File: src/rtl/tl_pkg.sv
// Shared types and helpers for the multi-approach traffic-light controller.
package tl_pkg;

  typedef enum logic [2:0] {
    MAIN_GRN = 3'd0,
    MAIN_YEL = 3'd1,
    WALK     = 3'd2,
    SIDE_GRN = 3'd3,
    SIDE_YEL = 3'd4
  } phase_e;

  localparam logic [2:0] RED = 3'b100;
  localparam logic [2:0] YEL = 3'b010;
  localparam logic [2:0] GRN = 3'b001;

  typedef enum logic [1:0] {
    SEL_BASE = 2'd0,
    SEL_EXT  = 2'd1,
    SEL_YEL  = 2'd2,
    SEL_NONE = 2'd3
  } prog_sel_e;

  localparam int unsigned MAX_SIDE = 8;

  // Lowest set bit strictly above 'after'; -1 when none. Pass -1 to search all bits.
  function automatic int lowest_above(input logic [MAX_SIDE-1:0] mask, input int after);
    int r;
    r = -1;
    for (int unsigned i = 0; i < MAX_SIDE; i++)
      if (r < 0 && mask[i] && int'(i) > after) r = int'(i);
    return r;
  endfunction

endpackage

File: src/rtl/multi_approach_light_ctrl_if.sv
// Sensor/programming inputs and lamp-driver outputs of the light controller.
interface multi_approach_light_ctrl_if #(
  parameter int unsigned N_SIDE = 2,
  parameter int unsigned CNT_W  = 8
);
  localparam int unsigned IDX_W = (N_SIDE > 1) ? $clog2(N_SIDE) : 1;

  logic                  tick;
  logic [N_SIDE-1:0]     sensor;
  logic                  walk_req;
  logic                  prog_load;
  logic [1:0]            prog_sel;
  logic [CNT_W-1:0]      prog_val;
  logic [2:0]            main_lights;
  logic [3*N_SIDE-1:0]   side_lights;
  logic                  walk;
  logic                  walk_ack;
  logic [2:0]            phase;
  logic [IDX_W-1:0]      side_idx;

  modport master (
    output tick, sensor, walk_req, prog_load, prog_sel, prog_val,
    input  main_lights, side_lights, walk, walk_ack, phase, side_idx
  );

  modport slave (
    input  tick, sensor, walk_req, prog_load, prog_sel, prog_val,
    output main_lights, side_lights, walk, walk_ack, phase, side_idx
  );
endinterface

File: src/rtl/tl_phase_timer.sv
// Phase duration counter: load duration-1, count down on tick, expire on tick at zero.
module tl_phase_timer #(
  parameter int unsigned     W       = 9,
  parameter logic [W-1:0]    RST_VAL = '0
) (
  input  logic         clk,
  input  logic         rst_n,
  input  logic         tick,
  input  logic         load,
  input  logic [W-1:0] load_val,
  output logic         expired
);
  logic [W-1:0] count;

  always_ff @(posedge clk or negedge rst_n) begin
    if (!rst_n)                     count <= RST_VAL;
    else if (load)                  count <= load_val;
    else if (tick && count != '0)   count <= count - W'(1);
  end

  assign expired = tick && (count == '0);
endmodule

File: src/rtl/multi_approach_light_ctrl.sv
// Traffic-light controller: one main approach, N_SIDE side approaches, one walk phase.
module multi_approach_light_ctrl
  import tl_pkg::*;
#(
  parameter int unsigned N_SIDE     = 2,
  parameter int unsigned CNT_W      = 8,
  parameter int unsigned T_BASE_DEF = 6,
  parameter int unsigned T_EXT_DEF  = 3,
  parameter int unsigned T_YEL_DEF  = 2
) (
  input logic                        clk,
  input logic                        Reset_n,
  multi_approach_light_ctrl_if.slave bus
);
  localparam int unsigned   TW      = CNT_W + 1;
  localparam int unsigned   IDX_W   = (N_SIDE > 1) ? $clog2(N_SIDE) : 1;
  localparam logic [TW-1:0] TMR_RST = TW'(2 * T_BASE_DEF - 1);

  phase_e              phase_q, phase_n;
  logic [IDX_W-1:0]    idx_q, idx_n;
  logic [N_SIDE-1:0]   dem_q, dem_n, dem_clr;
  logic                walk_pend_q, walk_pend_n;
  logic                ext_used_q, ext_used_n;
  logic [CNT_W-1:0]    t_base_q, t_base_n, t_ext_q, t_ext_n, t_yel_q, t_yel_n;
  logic [CNT_W-1:0]    prog_v;
  logic                tmr_load, tmr_expired;
  logic [TW-1:0]       tmr_val;
  logic                enter_side, enter_walk;
  logic [MAX_SIDE-1:0] sensor_pad;
  int                  first_j, next_j;

  logic [2:0]          main_n, main_q;
  logic [3*N_SIDE-1:0] side_n, side_q;
  logic                walk_n, walk_q, ack_n, ack_q;

  function automatic logic [TW-1:0] dur(input logic [CNT_W-1:0] d);
    return {1'b0, d} - TW'(1);
  endfunction

  function automatic logic [TW-1:0] dur2(input logic [CNT_W-1:0] d);
    return {d, 1'b0} - TW'(1);
  endfunction

  assign prog_v     = (bus.prog_val == '0) ? CNT_W'(1) : bus.prog_val;
  assign sensor_pad = MAX_SIDE'(bus.sensor);

  always_comb begin
    phase_n    = phase_q;
    idx_n      = idx_q;
    ext_used_n = ext_used_q;
    t_base_n   = t_base_q;
    t_ext_n    = t_ext_q;
    t_yel_n    = t_yel_q;
    tmr_load   = 1'b0;
    tmr_val    = '0;
    enter_side = 1'b0;
    first_j    = lowest_above(MAX_SIDE'(dem_q), -1);
    next_j     = lowest_above(MAX_SIDE'(dem_q), int'(idx_q));

    // Programming restarts the cycle and takes priority over any expiry this cycle.
    if (bus.prog_load && prog_sel_e'(bus.prog_sel) != SEL_NONE) begin
      case (prog_sel_e'(bus.prog_sel))
        SEL_BASE: t_base_n = prog_v;
        SEL_EXT:  t_ext_n  = prog_v;
        default:  t_yel_n  = prog_v;
      endcase
      phase_n    = MAIN_GRN;
      ext_used_n = 1'b0;
      tmr_load   = 1'b1;
      tmr_val    = dur2(t_base_n);
    end else if (tmr_expired) begin
      tmr_load = 1'b1;
      tmr_val  = dur(t_base_q);
      unique case (phase_q)
        MAIN_GRN: begin
          if (walk_pend_q || |dem_q) begin
            phase_n = MAIN_YEL;
            tmr_val = dur(t_yel_q);
          end
        end
        MAIN_YEL, WALK: begin
          if (phase_q == MAIN_YEL && walk_pend_q) begin
            phase_n = WALK;
            tmr_val = dur(t_ext_q);
          end else if (first_j >= 0) begin
            phase_n    = SIDE_GRN;
            idx_n      = IDX_W'(first_j);
            enter_side = 1'b1;
          end else begin
            phase_n = MAIN_GRN;
          end
        end
        SIDE_GRN: begin
          if (sensor_pad[idx_q] && !ext_used_q) begin
            ext_used_n = 1'b1;
            tmr_val    = dur(t_ext_q);
          end else begin
            phase_n = SIDE_YEL;
            tmr_val = dur(t_yel_q);
          end
        end
        SIDE_YEL: begin
          if (next_j >= 0) begin
            phase_n    = SIDE_GRN;
            idx_n      = IDX_W'(next_j);
            enter_side = 1'b1;
          end else begin
            phase_n = MAIN_GRN;
          end
        end
        default: phase_n = MAIN_GRN;
      endcase
    end

    if (enter_side) ext_used_n = 1'b0;
  end

  assign enter_walk  = (phase_n == WALK) && (phase_q != WALK);
  assign dem_clr     = enter_side ? (N_SIDE'(1) << idx_n) : '0;
  assign dem_n       = (dem_q | bus.sensor) & ~dem_clr;
  assign walk_pend_n = bus.walk_req | (walk_pend_q & ~enter_walk);

  always_comb begin
    main_n = RED;
    side_n = '0;
    walk_n = (phase_n == WALK);
    ack_n  = enter_walk;
    if (phase_n == MAIN_GRN) main_n = GRN;
    if (phase_n == MAIN_YEL) main_n = YEL;
    for (int unsigned k = 0; k < N_SIDE; k++) begin
      side_n[3*k +: 3] = RED;
      if (idx_n == IDX_W'(k) && phase_n == SIDE_GRN) side_n[3*k +: 3] = GRN;
      if (idx_n == IDX_W'(k) && phase_n == SIDE_YEL) side_n[3*k +: 3] = YEL;
    end
  end

  always_ff @(posedge clk or negedge Reset_n) begin
    if (!Reset_n) begin
      phase_q     <= MAIN_GRN;
      idx_q       <= '0;
      dem_q       <= '0;
      walk_pend_q <= 1'b0;
      ext_used_q  <= 1'b0;
      t_base_q    <= CNT_W'(T_BASE_DEF);
      t_ext_q     <= CNT_W'(T_EXT_DEF);
      t_yel_q     <= CNT_W'(T_YEL_DEF);
      main_q      <= GRN;
      side_q      <= {N_SIDE{RED}};
      walk_q      <= 1'b0;
      ack_q       <= 1'b0;
    end else begin
      phase_q     <= phase_n;
      idx_q       <= idx_n;
      dem_q       <= dem_n;
      walk_pend_q <= walk_pend_n;
      ext_used_q  <= ext_used_n;
      t_base_q    <= t_base_n;
      t_ext_q     <= t_ext_n;
      t_yel_q     <= t_yel_n;
      main_q      <= main_n;
      side_q      <= side_n;
      walk_q      <= walk_n;
      ack_q       <= ack_n;
    end
  end

  tl_phase_timer #(
    .W       (TW),
    .RST_VAL (TMR_RST)
  ) u_timer (
    .clk      (clk),
    .rst_n    (Reset_n),
    .tick     (bus.tick),
    .load     (tmr_load),
    .load_val (tmr_val),
    .expired  (tmr_expired)
  );

  assign bus.main_lights = main_q;
  assign bus.side_lights = side_q;
  assign bus.walk        = walk_q;
  assign bus.walk_ack    = ack_q;
  assign bus.phase       = phase_q;
  assign bus.side_idx    = idx_q;
endmodule

File: src/flat_wrapper.sv
// flat-port wrapper written by rule: the top's interface ports become plain ports
module multi_approach_light_ctrl_flat import tl_pkg::*;
#(
  parameter int unsigned N_SIDE     = 2,
  parameter int unsigned CNT_W      = 8,
  parameter int unsigned T_BASE_DEF = 6,
  parameter int unsigned T_EXT_DEF  = 3,
  parameter int unsigned T_YEL_DEF  = 2
)
  (clk, Reset_n, bus_tick, bus_sensor, bus_walk_req, bus_prog_load, bus_prog_sel, bus_prog_val, bus_main_lights, bus_side_lights, bus_walk, bus_walk_ack, bus_phase, bus_side_idx);
  multi_approach_light_ctrl_if #(.N_SIDE(N_SIDE), .CNT_W(CNT_W)) bus_i ();
  input logic clk;
  input logic Reset_n;
  input wire logic [$bits(bus_i.tick)-1:0] bus_tick;
  input wire logic [$bits(bus_i.sensor)-1:0] bus_sensor;
  input wire logic [$bits(bus_i.walk_req)-1:0] bus_walk_req;
  input wire logic [$bits(bus_i.prog_load)-1:0] bus_prog_load;
  input wire logic [$bits(bus_i.prog_sel)-1:0] bus_prog_sel;
  input wire logic [$bits(bus_i.prog_val)-1:0] bus_prog_val;
  output wire logic [$bits(bus_i.main_lights)-1:0] bus_main_lights;
  output wire logic [$bits(bus_i.side_lights)-1:0] bus_side_lights;
  output wire logic [$bits(bus_i.walk)-1:0] bus_walk;
  output wire logic [$bits(bus_i.walk_ack)-1:0] bus_walk_ack;
  output wire logic [$bits(bus_i.phase)-1:0] bus_phase;
  output wire logic [$bits(bus_i.side_idx)-1:0] bus_side_idx;
  assign bus_i.tick = bus_tick;
  assign bus_i.sensor = bus_sensor;
  assign bus_i.walk_req = bus_walk_req;
  assign bus_i.prog_load = bus_prog_load;
  assign bus_i.prog_sel = bus_prog_sel;
  assign bus_i.prog_val = bus_prog_val;
  assign bus_main_lights = bus_i.main_lights;
  assign bus_side_lights = bus_i.side_lights;
  assign bus_walk = bus_i.walk;
  assign bus_walk_ack = bus_i.walk_ack;
  assign bus_phase = bus_i.phase;
  assign bus_side_idx = bus_i.side_idx;
  multi_approach_light_ctrl #(.N_SIDE(N_SIDE), .CNT_W(CNT_W), .T_BASE_DEF(T_BASE_DEF), .T_EXT_DEF(T_EXT_DEF), .T_YEL_DEF(T_YEL_DEF)) u_core (.clk(clk), .Reset_n(Reset_n), .bus(bus_i));
endmodule
File: config.mk
export PLATFORM = sky130hd
export DESIGN_NAME = multi_approach_light_ctrl_flat
export DESIGN_NICKNAME = d
export VERILOG_FILES = /design/src/rtl/tl_pkg.sv /design/src/rtl/multi_approach_light_ctrl_if.sv /design/src/rtl/tl_phase_timer.sv /design/src/rtl/multi_approach_light_ctrl.sv /design/src/flat_wrapper.sv
export SDC_FILE = /design/constraint.sdc
export NUM_CORES = 1
export LEC_CHECK = 0
export CAP_MARGIN = 5
export CORE_MARGIN = 3
export CORE_UTILIZATION = 34
export DETAILED_ROUTE_END_ITERATION = 6
export GPL_TIMING_DRIVEN = 1
export PLACE_DENSITY = 0.62
export RECOVER_POWER = 100
export SLEW_MARGIN = 0
export SYNTH_ARGS = -nofsm -noshare
export SYNTH_HDL_FRONTEND = slang
export SYNTH_HIERARCHICAL = 1
export SYNTH_SLANG_ARGS = --single-unit
File: constraint.sdc
create_clock -name clk -period 8.3 [get_ports clk]
set_clock_uncertainty 0.1 [all_clocks]
set_input_delay 1.66 -clock clk [delete_from_list [all_inputs] [get_ports clk]]
set_output_delay 1.66 -clock clk [all_outputs]
set_load 0.1 [all_outputs]
# Word level (Yosys, flattened, before mapping)
# Cells that the tools add are included.
dict set report word_totals {
  ff_bits 52
  in_bits 17
  output_inout_bits 15
  wordCells 123
}
dict set report classes {
  addsub 5
  order_cmp 5
  eq_ne 11
  shifts 1
  mux 50
  bitwise_logic 8
  n_reduce_logical 30
}
# operator n
set op_table {}
lappend op_table {{2-to-1 mux 32 bit} 3}
lappend op_table {{>= comparator 32 x 1 -> 1 bit, second input constant} 2}
lappend op_table {{2-to-1 mux 9 bit} 7}
lappend op_table {{2-to-1 mux 3 bit} 11}
lappend op_table {{< comparator 32 x 1 -> 1 bit, second input constant} 1}
lappend op_table {{one-hot mux 9 bit (3 select lines)} 1}
lappend op_table {{subtractor 8 x 1 -> 9 bit, second input constant} 3}
lappend op_table {{2-to-1 mux 8 bit} 3}
lappend op_table {{2-to-1 mux 1 bit} 19}
lappend op_table {{subtractor 9 x 1 -> 9 bit, second input constant} 2}
lappend op_table {{equality test 3 x 2 -> 1 bit, second input constant} 4}
lappend op_table {{logical AND 1 bit} 12}
lappend op_table {{one-hot mux 3 bit (4 select lines)} 1}
lappend op_table {{logical NOT 9 bit} 1}
lappend op_table {{nonzero test 3 bit} 3}
lappend op_table {{nonzero test 9 bit} 1}
lappend op_table {{logical NOT 8 bit} 1}
lappend op_table {{equality test 3 x 1 -> 1 bit, second input constant} 2}
lappend op_table {{equality test 3 bit, second input constant} 2}
lappend op_table {{logical NOT 3 bit} 2}
lappend op_table {{2-to-1 mux 2 bit} 3}
lappend op_table {{OR reduction 2 bit} 3}
lappend op_table {{< comparator 1 x 4 -> 1 bit, second input constant} 1}
lappend op_table {{one-hot mux 1 bit (2 select lines)} 2}
lappend op_table {{other kinds (17)} 20}

# Logic depth before layout (Yosys ltp)
dict set report logic_depth {
  ltp_word 15
  ltp_mapped 11
  depth_no_buf 11
}

# Modules after synthesis
# The synthesis kept the hierarchy.
# module instances cells_per_inst area_per_inst_um2 seq_area_each_um2
set modules_own_cells {}
lappend modules_own_cells {multi_approach_light_ctrl 1 278 2633.8 1086.0}
lappend modules_own_cells {tl_phase_timer 1 67 588.1 229.0}

# Least setup slack after synthesis
# Ideal clock, no wire load.
dict set report synth_timing {
  kind {input to register}
  start {input port bus_prog_sel[1]}
  end {register u_core.u_timer.count[5]}
  setup_ns 0.126
  arrival_time_ns 3.375
  t_required_ns 8.074
  slack_ns 4.699
  stages 9
  path_buffers 1
  cell_sequence {nor2_1 > buf_1 > mux2i_1 > ha_1 > nand3_1 > xnor2_1 > o21ai_0 > and2_1 > a311o_1}
}
dict set report synth_via {
  elab_chain_len 6
  word_cells_on_any_way 10
  classes_between {add/sub: 1; eq/ne: 1; mux: 5; reduce/logical: 3}
}
# item line
set synth_rtl {}
lappend synth_rtl {{start: declaration} flat_wrapper.sv:18} ;# input wire logic [$bits(bus_i.prog_sel)-1:0] bus_prog_sel;
lappend synth_rtl {{logical NOT 2 bit} multi_approach_light_ctrl.sv:62} ;# case (prog_sel_e'(bus.prog_sel))
lappend synth_rtl {{2-to-1 mux 8 bit} multi_approach_light_ctrl.sv:62}
lappend synth_rtl {{2-to-1 mux 8 bit} multi_approach_light_ctrl.sv:61} ;# if (bus.prog_load && prog_sel_e'(bus.prog_sel) != SEL_NONE) begin
lappend synth_rtl {{subtractor 9 x 1 -> 9 bit} multi_approach_light_ctrl.sv:41} ;# return {d, 1'b0} - TW'(1);
lappend synth_rtl {{2-to-1 mux 9 bit (*)} multi_approach_light_ctrl.sv:61}
lappend synth_rtl {{named net u_core.tmr_val[5]} multi_approach_light_ctrl.sv:27} ;# logic [TW-1:0] tmr_val;
lappend synth_rtl {{2-to-1 mux 9 bit (*)} tl_phase_timer.sv:17} ;# else if (load) count <= load_val;
lappend synth_rtl {{end signal: assignment} tl_phase_timer.sv:17}
lappend synth_rtl {{end signal: assignment} tl_phase_timer.sv:18} ;# else if (tick && count != '0) count <= count - W'(1);
lappend synth_rtl {{end: declaration} tl_phase_timer.sv:13} ;# logic [W-1:0] count;
# Mark *: on every way through the listed nets, which the timed path passes. The rest lies on a longest branch. The select of a mux whose other input is x is not followed.
# A chain may end at the register's enable or synchronous reset.

# Worst setup path in the final report
dict set report layout_timing {
  start {input port bus_tick}
  end {register u_core.walk_pend_q}
}
dict set report layout_via {
  elab_chain_len 8
}
# item line
set layout_rtl {}
lappend layout_rtl {{start: declaration} flat_wrapper.sv:14} ;# input wire logic [$bits(bus_i.tick)-1:0] bus_tick;
lappend layout_rtl {{logical AND 1 bit} tl_phase_timer.sv:21} ;# assign expired = tick && (count == '0);
lappend layout_rtl {{named net u_core.tmr_expired} multi_approach_light_ctrl.sv:26} ;# logic tmr_load, tmr_expired;
lappend layout_rtl {{2-to-1 mux 3 bit} multi_approach_light_ctrl.sv:71} ;# end else if (tmr_expired) begin
lappend layout_rtl {{2-to-1 mux 3 bit} multi_approach_light_ctrl.sv:61}
lappend layout_rtl {{named net u_core.phase_n[1]} multi_approach_light_ctrl.sv:19} ;# phase_e phase_q, phase_n;
lappend layout_rtl {{equality test 3 x 2 -> 1 bit} multi_approach_light_ctrl.sv:118} ;# assign enter_walk = (phase_n == WALK) && (phase_q != WALK);
lappend layout_rtl {{logical AND 1 bit} multi_approach_light_ctrl.sv:118}
lappend layout_rtl {{inverter 1 bit} multi_approach_light_ctrl.sv:121} ;# assign walk_pend_n = bus.walk_req | (walk_pend_q & ~enter_walk);
lappend layout_rtl {{bitwise AND 1 bit} multi_approach_light_ctrl.sv:121}
lappend layout_rtl {{OR 1 bit} multi_approach_light_ctrl.sv:121}
lappend layout_rtl {{named net u_core.walk_pend_n} multi_approach_light_ctrl.sv:22} ;# logic walk_pend_q, walk_pend_n;
lappend layout_rtl {{end signal: assignment} multi_approach_light_ctrl.sv:155} ;# walk_pend_q <= walk_pend_n;
lappend layout_rtl {{end: declaration} multi_approach_light_ctrl.sv:22}
# The timed path passes the listed nets, and every way through them passes these cells.

==> reports/metrics.yaml <==
setup_path:
  critPathSlowestCell: "nor4_1"
  crit_type: "input port to flop"
  arrival_ps: 4620
  critical_path_required_ps: 8400
  start_kind: "input port"
  cp-end-kind: "flop"
  max_stage_delay_ps: 720
  path_cells: "dlygate4sd3_1 > nand3b_1 > nor4_1 > and2_0 > o21ai_0 > o21bai_1 > nand2_1 > o32a_1"
  worstPathMaxFanout: 9
detailed_routing:
  finalWirelength_um: 7721
  drc_errors: 0
  vias: 2708
  drt_first_pass_iters: 4
  ant_nets: 0
  drtIter0Drc: 172
  routed_via_density: 5.416
  wl_per_cell_um: 15.44
cts:
  cts_tree: "built"
  cts_setup_buffers: 0
  cts_buffer_depth: 2
  clk_pin_slew_ps: 100
  holdBufCountCts: 0
  cts_sinks: 52
  cts_buffers: 5
  clk_latency_ps: 310
  h-tree-depth: 2
  cts_root_buffer: "clkbuf_8"
  cts_resized: 0
yosys:
  yosys.area.top_type: "dfrtp_1"
  synth_seq_area_share_pct: 40.82
  syn_avg_cell_area_um2: 9.339
  yosys.area.top_type_share_pct: 31.84
  netlist-cell-type-count: 58
  yosysWarnings: 6
  syn-instance-count: 345
  ys_seq_elements: 52
  synth-main-ff-cell: "dfrtp_1"
  synth_area_leaders: "dfrtp_1, dfstp_2, mux2_2"
  synth_edf_count: 0
  syn_area_um2: 3222
  ys_async_sr_fraction_pct: 100.0
  syn-num-nets: 367
placed_design:
  dpl.hpwl_um: 5760
  port_buffers: 31
  gp_congestion: 0.9258
outcome:
  outcome: "finished, violations left"
  violations: "max-capacitance violations, max-slew violations"
layout:
  finalNetCount: 395
  final_cell_mix: "dfrtp_1, nor2_1, nand2_1"
  area.growth.synth_to_final_pct: 15.34
  antenna_cells: 0
  drive_gt1_share_pct: 12.03
  final_common_cell: "dfrtp_1"
pwr:
  power_density_nw_per_um2: 216.5
  p_leak_uw: 0.001471
  vdd_ir_drop_max_mv: 0.08984
floorplan:
  fp-row-count: 34
  ios: 32
  dieHeight_um: 103.3
  die-area_um2: 10680
  core_um2: 8976
  die_x_um: 103.3
  start_util_pct: 35.89
timing:
  maxSlewHeadroom_pct: -88.99
  rsz0062_at_grt: "false"
  finalSetupViolCount: 0
  fin_setup_tns_ps: 0
  post-route-min-period_ps: 4523
  post-route-period-util_pct: 54.49
  worst_pin_slew_ps: 2835
  hold_viol_final: 0
  slew_viol_final: 53
  fmax_mhz: 221.1
  hold_ws_ps: 420.5
global_route:
  grt_pass1_vias: 2569
  antenna_found_initial: 0
  global_route.usage.met3_pct: 2.951
  use_met2_pct: 23.28
  gr-usage-all-layers_pct: 15.61
  grt_remaining_overflow: 0
  top_usage_layer: "met2"
  grt_pass1_wl_um: 13120
  grt_use_met1_pct: 22.96
  grt_max_degree: 53
worst_hold_path:
  hold_class: "flop to flop"
run:
  maxCapViolCount: 1
[area by class of cell]
| cell class | count | area [um2] |
|---|---|---|
| Inverter | 14 | 52.55 |
| Clock inverter | 2 | 16.27 |
| Fill cell | 905 | 5260 |
| Sequential cell | 52 | 1315 |
| Timing Repair Buffer | 32 | 309.0 |
| Clock buffer | 6 | 72.57 |
| Tap cell | 126 | 157.7 |
| Multi-Input combinational cell | 268 | 1793 |
[power by group]
part / internal, uW / switching [uW] / leakage, uW
Combinational: 123 / 171 / 0.000803
Clock: 60.2 / 87.5 / 0.0000414
Sequential: 305 / 57.7 / 0.000627
Total: 488 / 317 / 0.00147
[cells in the mapped netlist (3+ instances only)]
cell type and n:
o22ai_1 8, nor2b_1 4, a31oi_1 5, xor2_1 10, o211ai_1 6, nand2_1 33
inv_1 13, nand3_1 5, dfrtp_1 41, nand2b_1 8, xnor2_1 14, nor3_1 9
a21o_1 5, nor2_1 33, nor4b_1 5, mux2_2 20, and2_1 5, clkbuf_1 4
ha_1 5, o311ai_0 3, dfstp_2 11, a21oi_1 10, o21ai_0 24, nor4_1 7
nand3b_1 4, o32ai_1 3, buf_2 3, mux2i_1 8
[routing by layer]
metal | routed length, um | part of all wire, % | up-vias
li1 | - | - | 1310
met1 | 3700 | 48 | 1307
met2 | 3526 | 46 | 79
met3 | 384 | 5.0 | 12
met4 | 110 | 1.4 | 0
met5 | 0 | 0 | -
[worst paths after layout]
check / from / to / slack [ps] / cells after the start
max in group asynchronous: Reset_n / u_core/bus.phase[0] / 4250 / 2
hold / removal: u_core/u_timer/count[0] / u_core/u_timer/count[0] / 420 / 2
setup / recovery: bus_tick / u_core/walk_pend_q / 3780 / 8
hold reg to reg: u_core/u_timer/count[0] / u_core/u_timer/count[0] / 420 / 2
setup reg to reg: u_core/u_timer/count[4] / u_core/walk_pend_q / 4770 / 7
min in group asynchronous: Reset_n / u_core/t_base_q[4] / 2250 / 2
[logic make-up (layout without fill, tap and decap cells)]
kind of cell	after synthesis	in the layout	share of synthesized area (%)
multiplexers	28	28	9.476
XOR/XNOR	24	24	6.524
AO/OA/AOI/OAI	81	81	16.62
adder cells (fa/ha/maj)	5	5	1.942
AND/OR/NAND/NOR	130	130	21.09
flip-flops	52	52	40.82
buffers and inverters	25	54	3.533
[per-stage QoR]
stage / instances / setup WS, ps / utilization (%) / instance area [um2] / power (uW)
4_1_cts: 500 / 3974 / 41.44 / 3720 / 812.3
5_1_grt: 500 / 3503 / 41.40 / 3716 / 867.3
2_1_floorplan: 345 / 4699 / - / 3222 / 580.6
3_3_place_gp: 492 / 3832 / 40.45 / 3631 / 655.3
6_report: 500 / 3777 / 41.40 / 3716 / 804.5
3_5_place_dp: 492 / 3638 / 40.45 / 3631 / 659.9
[worst max-delay path, delay by kind of cell]
kind	cells	cell delay [ps]
AND/OR/NAND/NOR	4	1500
buffers and inverters	1	660
AO/OA/AOI/OAI	3	800
[state kept, by name (all words and copies together) (netlist names)]
signal and flops:
u_core/bus.phase 3, u_core/bus.walk_ack 1, u_core/walk_pend_q 1, u_core/dem_q 2
u_core/bus.walk 1, u_core/t_base_q 8, u_core/ext_used_q 1, u_core/t_yel_q 8
u_core/bus.main_lights 3, u_core/t_ext_q 8, u_core/bus.side_lights 6, u_core/u_timer/count 9
u_core/bus.side_idx 1
(Power assumes the default switching activity.)
